[config.mk]
export PLATFORM = sky130hd
export DESIGN_NAME = tech_rff_pipe_flat
export DESIGN_NICKNAME = d
export VERILOG_FILES = /design/src/rtl/tech_rff_pkg.sv /design/src/rtl/tech_rff_if.sv /design/src/rtl/tech_rff_stage.sv /design/src/rtl/tech_rff_pipe.sv /design/src/flat_wrapper.sv
export SDC_FILE = /design/constraint.sdc
export NUM_CORES = 1
export LEC_CHECK = 0
export CORE_UTILIZATION = 53
export DETAILED_ROUTE_END_ITERATION = 12
export GPL_TIMING_DRIVEN = 0
export PLACE_DENSITY = 0.87
export SLEW_MARGIN = 20
export SYNTH_ARGS = -nofsm -noshare
export SYNTH_HDL_FRONTEND = slang
export SYNTH_HIERARCHICAL = 1
export SYNTH_SLANG_ARGS = --single-unit
export TNS_END_PERCENT = 10
[constraint.sdc]
create_clock -name clk -period 2.4 [get_ports clk]
set_clock_uncertainty 0.1 [all_clocks]
set_input_delay 0.48 -clock clk [delete_from_list [all_inputs] [get_ports clk]]
set_output_delay 0.48 -clock clk [all_outputs]
set_load 0.01 [all_outputs]
[src/rtl/tech_rff_pkg.sv]
// Shared helpers for the elastic register pipeline: width functions and edge-select constants.
package tech_rff_pkg;

    localparam bit EDGE_POS = 1'b0;
    localparam bit EDGE_NEG = 1'b1;

    function automatic int clog2(input int n);
        int r;
        r = 0;
        while ((1 << r) < n) r++;
        return r;
    endfunction

    // Occupancy counter must represent 0..depth inclusive.
    function automatic int cnt_w(input int depth);
        int r;
        r = clog2(depth + 1);
        return (r < 1) ? 1 : r;
    endfunction

endpackage

[src/rtl/tech_rff_if.sv]
// Handshake bundle for tech_rff_pipe: upstream/downstream valid-ready, flush and occupancy.
interface tech_rff_if #(
    parameter int WIDTH = 8,
    parameter int DEPTH = 4
) ();
    import tech_rff_pkg::*;

    localparam int CNT_W = cnt_w(DEPTH);

    logic             flush;
    logic             in_valid;
    logic             in_ready;
    logic [WIDTH-1:0] in_data;
    logic             out_valid;
    logic             out_ready;
    logic [WIDTH-1:0] out_data;
    logic [CNT_W-1:0] count;

    modport master (
        output flush, in_valid, in_data, out_ready,
        input  in_ready, out_valid, out_data, count
    );

    modport slave (
        input  flush, in_valid, in_data, out_ready,
        output in_ready, out_valid, out_data, count
    );
endinterface

[src/rtl/tech_rff_stage.sv]
// One {valid,data} pipeline stage. Clear wins over load and leaves the data register untouched.
module tech_rff_stage
    import tech_rff_pkg::*;
#(
    parameter int               WIDTH    = 8,
    parameter logic [WIDTH-1:0] RST_VAL  = '0,
    parameter bit               NEG_EDGE = EDGE_POS
) (
    input  logic             clk,
    input  logic             reset,
    input  logic             clear,
    input  logic             load,
    input  logic             drain,
    input  logic [WIDTH-1:0] d_in,
    output logic             v_q,
    output logic [WIDTH-1:0] d_q
);

    logic             v_nxt;
    logic [WIDTH-1:0] d_nxt;

    always_comb begin
        v_nxt = v_q;
        d_nxt = d_q;
        if (clear) begin
            v_nxt = 1'b0;
        end else if (load) begin
            v_nxt = 1'b1;
            d_nxt = d_in;
        end else if (drain) begin
            v_nxt = 1'b0;
        end
    end

    if (NEG_EDGE) begin : g_neg
        always_ff @(negedge clk) begin
            if (!reset) begin
                v_q <= 1'b0;
                d_q <= RST_VAL;
            end else begin
                v_q <= v_nxt;
                d_q <= d_nxt;
            end
        end
    end else begin : g_pos
        always_ff @(posedge clk) begin
            if (!reset) begin
                v_q <= 1'b0;
                d_q <= RST_VAL;
            end else begin
                v_q <= v_nxt;
                d_q <= d_nxt;
            end
        end
    end

endmodule

[src/rtl/tech_rff_pipe.sv]
// WIDTH x DEPTH elastic register pipeline with bubble collapsing, flush and occupancy count.
module tech_rff_pipe
    import tech_rff_pkg::*;
#(
    parameter int               WIDTH    = 8,
    parameter int               DEPTH    = 4,
    parameter logic [WIDTH-1:0] RST_VAL  = '0,
    parameter bit               NEG_EDGE = EDGE_POS
) (
    input logic       clk,
    input logic       reset,
    tech_rff_if.slave bus
);

    localparam int CNT_W = cnt_w(DEPTH);

    logic [DEPTH-1:0] v;
    logic [DEPTH:0]   v_x;
    logic [DEPTH:0]   adv_x;
    logic [WIDTH-1:0] d [DEPTH];
    logic             accept;
    logic             deliver;
    logic [CNT_W-1:0] cnt_q;
    logic [CNT_W-1:0] cnt_nxt;

    // The sink is modelled as an always-valid stage that advances with out_ready.
    assign v_x = {1'b1, v};

    always_comb begin
        adv_x        = '0;
        adv_x[DEPTH] = bus.out_ready;
        for (int i = DEPTH - 1; i >= 0; i--) begin
            adv_x[i] = v_x[i] & (~v_x[i+1] | adv_x[i+1]);
        end
    end

    assign bus.in_ready = ~v[0] | adv_x[0];
    assign accept       = bus.in_valid & bus.in_ready;
    assign deliver      = adv_x[DEPTH-1];

    for (genvar g = 0; g < DEPTH; g++) begin : g_stage
        logic             ld;
        logic [WIDTH-1:0] din;

        if (g == 0) begin : g_head
            assign ld  = accept;
            assign din = bus.in_data;
        end else begin : g_body
            assign ld  = adv_x[g-1];
            assign din = d[g-1];
        end

        tech_rff_stage #(
            .WIDTH    (WIDTH),
            .RST_VAL  (RST_VAL),
            .NEG_EDGE (NEG_EDGE)
        ) u_stage (
            .clk   (clk),
            .reset (reset),
            .clear (bus.flush),
            .load  (ld),
            .drain (adv_x[g]),
            .d_in  (din),
            .v_q   (v[g]),
            .d_q   (d[g])
        );
    end

    always_comb begin
        cnt_nxt = cnt_q;
        if (bus.flush) begin
            cnt_nxt = '0;
        end else if (accept && !deliver) begin
            cnt_nxt = cnt_q + CNT_W'(1);
        end else if (!accept && deliver) begin
            cnt_nxt = cnt_q - CNT_W'(1);
        end
    end

    if (NEG_EDGE) begin : g_cnt_neg
        always_ff @(negedge clk) begin
            if (!reset) cnt_q <= '0;
            else        cnt_q <= cnt_nxt;
        end
    end else begin : g_cnt_pos
        always_ff @(posedge clk) begin
            if (!reset) cnt_q <= '0;
            else        cnt_q <= cnt_nxt;
        end
    end

    assign bus.out_valid = v[DEPTH-1];
    assign bus.out_data  = d[DEPTH-1];
    assign bus.count     = cnt_q;

endmodule

[src/flat_wrapper.sv]
// flat-port wrapper written by rule: the top's interface ports become plain ports
module tech_rff_pipe_flat import tech_rff_pkg::*;
#(
    parameter int               WIDTH    = 8,
    parameter int               DEPTH    = 4,
    parameter logic [WIDTH-1:0] RST_VAL  = '0,
    parameter bit               NEG_EDGE = EDGE_POS
)
  (clk, reset, bus_flush, bus_in_valid, bus_in_data, bus_out_ready, bus_in_ready, bus_out_valid, bus_out_data, bus_count);
  tech_rff_if #(.WIDTH(WIDTH), .DEPTH(DEPTH)) bus_i ();
  input logic clk;
  input logic reset;
  input wire logic [$bits(bus_i.flush)-1:0] bus_flush;
  input wire logic [$bits(bus_i.in_valid)-1:0] bus_in_valid;
  input wire logic [$bits(bus_i.in_data)-1:0] bus_in_data;
  input wire logic [$bits(bus_i.out_ready)-1:0] bus_out_ready;
  output wire logic [$bits(bus_i.in_ready)-1:0] bus_in_ready;
  output wire logic [$bits(bus_i.out_valid)-1:0] bus_out_valid;
  output wire logic [$bits(bus_i.out_data)-1:0] bus_out_data;
  output wire logic [$bits(bus_i.count)-1:0] bus_count;
  assign bus_i.flush = bus_flush;
  assign bus_i.in_valid = bus_in_valid;
  assign bus_i.in_data = bus_in_data;
  assign bus_i.out_ready = bus_out_ready;
  assign bus_in_ready = bus_i.in_ready;
  assign bus_out_valid = bus_i.out_valid;
  assign bus_out_data = bus_i.out_data;
  assign bus_count = bus_i.count;
  tech_rff_pipe #(.WIDTH(WIDTH), .DEPTH(DEPTH), .RST_VAL(RST_VAL), .NEG_EDGE(NEG_EDGE)) u_core (.clk(clk), .reset(reset), .bus(bus_i));
endmodule
==> summary.txt <==
Layout
  • Non-Filler Instances: about 260
  • Antenna diodes: 0
  • Cell area after layout: 2170 um2
  • Layout cells sized above 1: 0.143
  • Layout area overhead: 22.7%
  • Fin nets: 231

Synthesis
  • Net Count, Synth: around 200
  • Syn_area_per_cell: 9.59 um2
  • Sequential fraction of the synthesis area: 0.442
  • Yosys Warn Count: 6
  • Mapped Area: 1770 um2
  • Register bit total from synthesis: 39
  • Cell variety after synth: 21
  • Synthesized instance count: 184

Setup path
  • CP Capture Type: register
  • Setup slack, reg-to-reg: about 230 ps
  • Crit Path Max Fanout: 4
  • CP top delay family: simple AND/OR/NAND/NOR gates
  • Slowest stage delay, CP: about 370 ps
  • Crit Path Class: reg -> reg
  • Buf/Inv on CP: 1
  • Worst setup SP type: register
  • Reg2reg path depth: 9
  • Critical Path AT: 2360 ps
  • Worst R2R Start: u_core/g_stage[3].u_stage/v_q
  • Critical R2R Capture: u_core/bus.count[2]
  • Worst path depth: 9
  • CP cell instances: nor2b_2 -> nand4_1 -> and2_4 -> ha_2 -> inv_1 -> fa_1 -> xor2_1 -> or3_1 -> a21oi_1
  • Slowest CP cell: fa_1
  • CP required: roughly 2600 ps

Clocking
  • Clk Latency, worst-skew pair: 350 ps
  • CTS buffer count: 5
  • Clk root buf: clkbuf_4
  • Clock transition at the registers of the reported paths: 120 ps
  • CTS HTree Levels: 2
  • TritonCTS Sinks: 39
  • CTS Buffer Depth: 2
  • Clock tree from TritonCTS: built

Place
  • Number of port buffers: 25
  • Placed Cells: 253
  • Placed cell areas: 2070 um2
  • GP Congestion: around 0.7
  • Post-DP HPWL: 2010 um

Floorplanning
  • Die H: between 50 and 60 um
  • Initial Utilization: 0.569
  • Die ar.: 3570 um2
  • Ports: 26
  • Core ar.: 3100 um2
  • Die W: 59.7 um
  • FP Rows: 20

Detailed routing
  • DRC: 0
  • Iteration-0 DRC Markers: 40
  • Post-DRT Antenna Nets: 0
  • Avg WL per Cell: 10.8 um
  • Via count: 1222
  • Vias/cell: 4.68
  • Total wire length: 2820 um
  • DRT Pass-1 Iters: 4

Power
  • Comb pwr share: 0.091
  • Switch Pwr: 282 uW
  • Switching fraction of total power: 0.226
  • Total Power: 1.25 mW
  • Sequential Power Share: 0.534
  • Lkg Pwr: 0.854 nW
  • Peak supply drop: 0.453 mV
  • Clk pwr share: 0.375
  • Power per cell area: 577 nW/um2
  • Pint: 967 uW

GRT
  • First-pass GRT wire length: a little over 5000 um
  • Largest net degree at the start of global routing: 13
  • Initial antenna violation count: 0
  • Vias in the first global route: 1138
  • Total grt overflow: 0
  • Overall routing resource usage: 0.194

Timing
  • Fmax: 0.461 GHz
  • Setup TNS: 0 ps
  • Final hold viol count: 0
  • Worst slew pin tran: 567 ps
  • Tcrit/Tclk final: 0.904
  • Unrepaired setup endpoints after global routing: no
  • Final-report max-slew violation count: 0
  • Final-report setup violation count: 0
  • Slew headroom: 0.621
  • Tmin final: 2170 ps

Hold path
  • HP Class: reg -> reg
  • WHS Endpoint: u_core/g_stage[2].u_stage/d_q[4]
  • Worst Min Path Start: u_core/g_stage[1].u_stage/d_q[4]
  • Hold path depth: 2

Run
  • Max Cap Violations: 0

Run status
  • Status: finished, final reports clean
-- synthesized netlist by cell type --
| master | n | area (um2) |
|---|---|---|
| nand2b_1 | 1 | 6.26 |
| o21ai_0 | 1 | 5.00 |
| buf_6 | 12 | 135 |
| dfxtp_1 | 39 | 781 |
| mux2i_1 | 33 | 330 |
| xor2_1 | 2 | 17.5 |
| nand2_1 | 61 | 229 |
| inv_1 | 7 | 26.3 |
| a21oi_1 | 1 | 5.00 |
| nand2_2 | 4 | 25.0 |
| nand4_1 | 1 | 6.26 |
| a21boi_0 | 1 | 7.51 |
| nor2b_4 | 4 | 55.1 |
| or3_1 | 1 | 6.26 |
| ha_1 | 1 | 12.5 |
| a31oi_1 | 1 | 6.26 |
| nor2_1 | 2 | 7.51 |
| and2_1 | 1 | 6.26 |
| o211a_1 | 4 | 40.0 |
| fa_1 | 1 | 20.0 |
| nor2b_1 | 6 | 37.5 |
-- through the flow --
stage               utilization  worst slack, ps  hold slack [ps]
finish                    0.698              229              361
CTS                       0.695             16.8              359
global placement          0.667             -315              341
floorplan                     -              219              335
detailed placement        0.667             -319              346
global route              0.698             93.1              384
-- metal layers --
| layer | wire [um] | track usage | share of wire |
|---|---|---|---|
| met1 | 1400 | 0.246 | 0.50 |
| met2 | 1260 | 0.298 | 0.45 |
| met3 | 114 | 0.0779 | 0.040 |
| met4 | 47 | 0.0698 | 0.017 |
| met5 | 0 | 0 | 0 |
-- power groups by stage --
stage / Sequential [mW] / Clock [mW] / Combinational, mW
floorplan: 0.681 / 0 / 0.0709
global route: 0.669 / 0.511 / 0.125
detailed placement: 0.681 / 0 / 0.112
global placement: 0.681 / 0 / 0.111
finish: 0.667 / 0.469 / 0.114
CTS: 0.667 / 0.474 / 0.114
-- final cells by class --
| type | count | area [um2] |
|---|---|---|
| Clock inverter | 2 | 35.0 |
| Clock buffer | 6 | 51.3 |
| Timing Repair Buffer | 25 | 253 |
| Inverter | 7 | 26.3 |
| Multi-Input combinational cell | 126 | 831 |
| Sequential cell | 39 | 781 |
| Buffer | 12 | 135 |
| Tap cell | 44 | 55.1 |
| Fill cell | 260 | 936 |
-- how the worst max path moves through the flow --
stage / endpoint / startpoint
2_1_floorplan: u_core/bus.count[2] / bus_out_ready
3_3_place_gp: u_core/bus.count[2] / bus_out_ready
3_5_place_dp: u_core/bus.count[2] / bus_out_ready
4_1_cts: u_core/bus.count[2] / bus_out_ready
5_1_grt: u_core/bus.count[2] / u_core/g_stage[3].u_stage/v_q
6_report: u_core/bus.count[2] / u_core/g_stage[3].u_stage/v_q
-- timing repair --
| item | CTS | global route |
|---|---|---|
| resized for setup | 0 | 4 |
| setup buffers | 0 | 0 |
| setup endpoints to repair | 0 | 2 |
| hold buffers | 0 | 0 |
| endpoints found under the hold margin | 0 | 0 |
-- state kept, by name, indices dropped and copies added (netlist names) --
signal,flops
u_core/bus.count,3
u_core/g_stage.u_stage/d_q,32
u_core/g_stage.u_stage/v_q,4
-- cells by family after synthesis --
family / synth area share
flops: 0.442
xor+xnor: 0.00992
simple gates: 0.215
mux: 0.187
compound gates: 0.0361
buf+inv: 0.0914
fa+ha+maj: 0.0184
-- cell usage in the layout (no fill, tap or decap), drive strengths merged, types with 2 or more instances in the layout --
cell and count:
mux2i 33, clkdlybuf4s50 24, o211a 4, nor2b 10
clkbuf 6, dfxtp 39, xor2 2, nor2 2
buf 12, inv 7, nand2 65
-- worst min-delay path: stages (launching register included) --
cell	delay [ps]
dfxtp_1	330
nand2_1	50
mux2i_1	50
No activity file was read; power rests on OpenSTA's default activity.
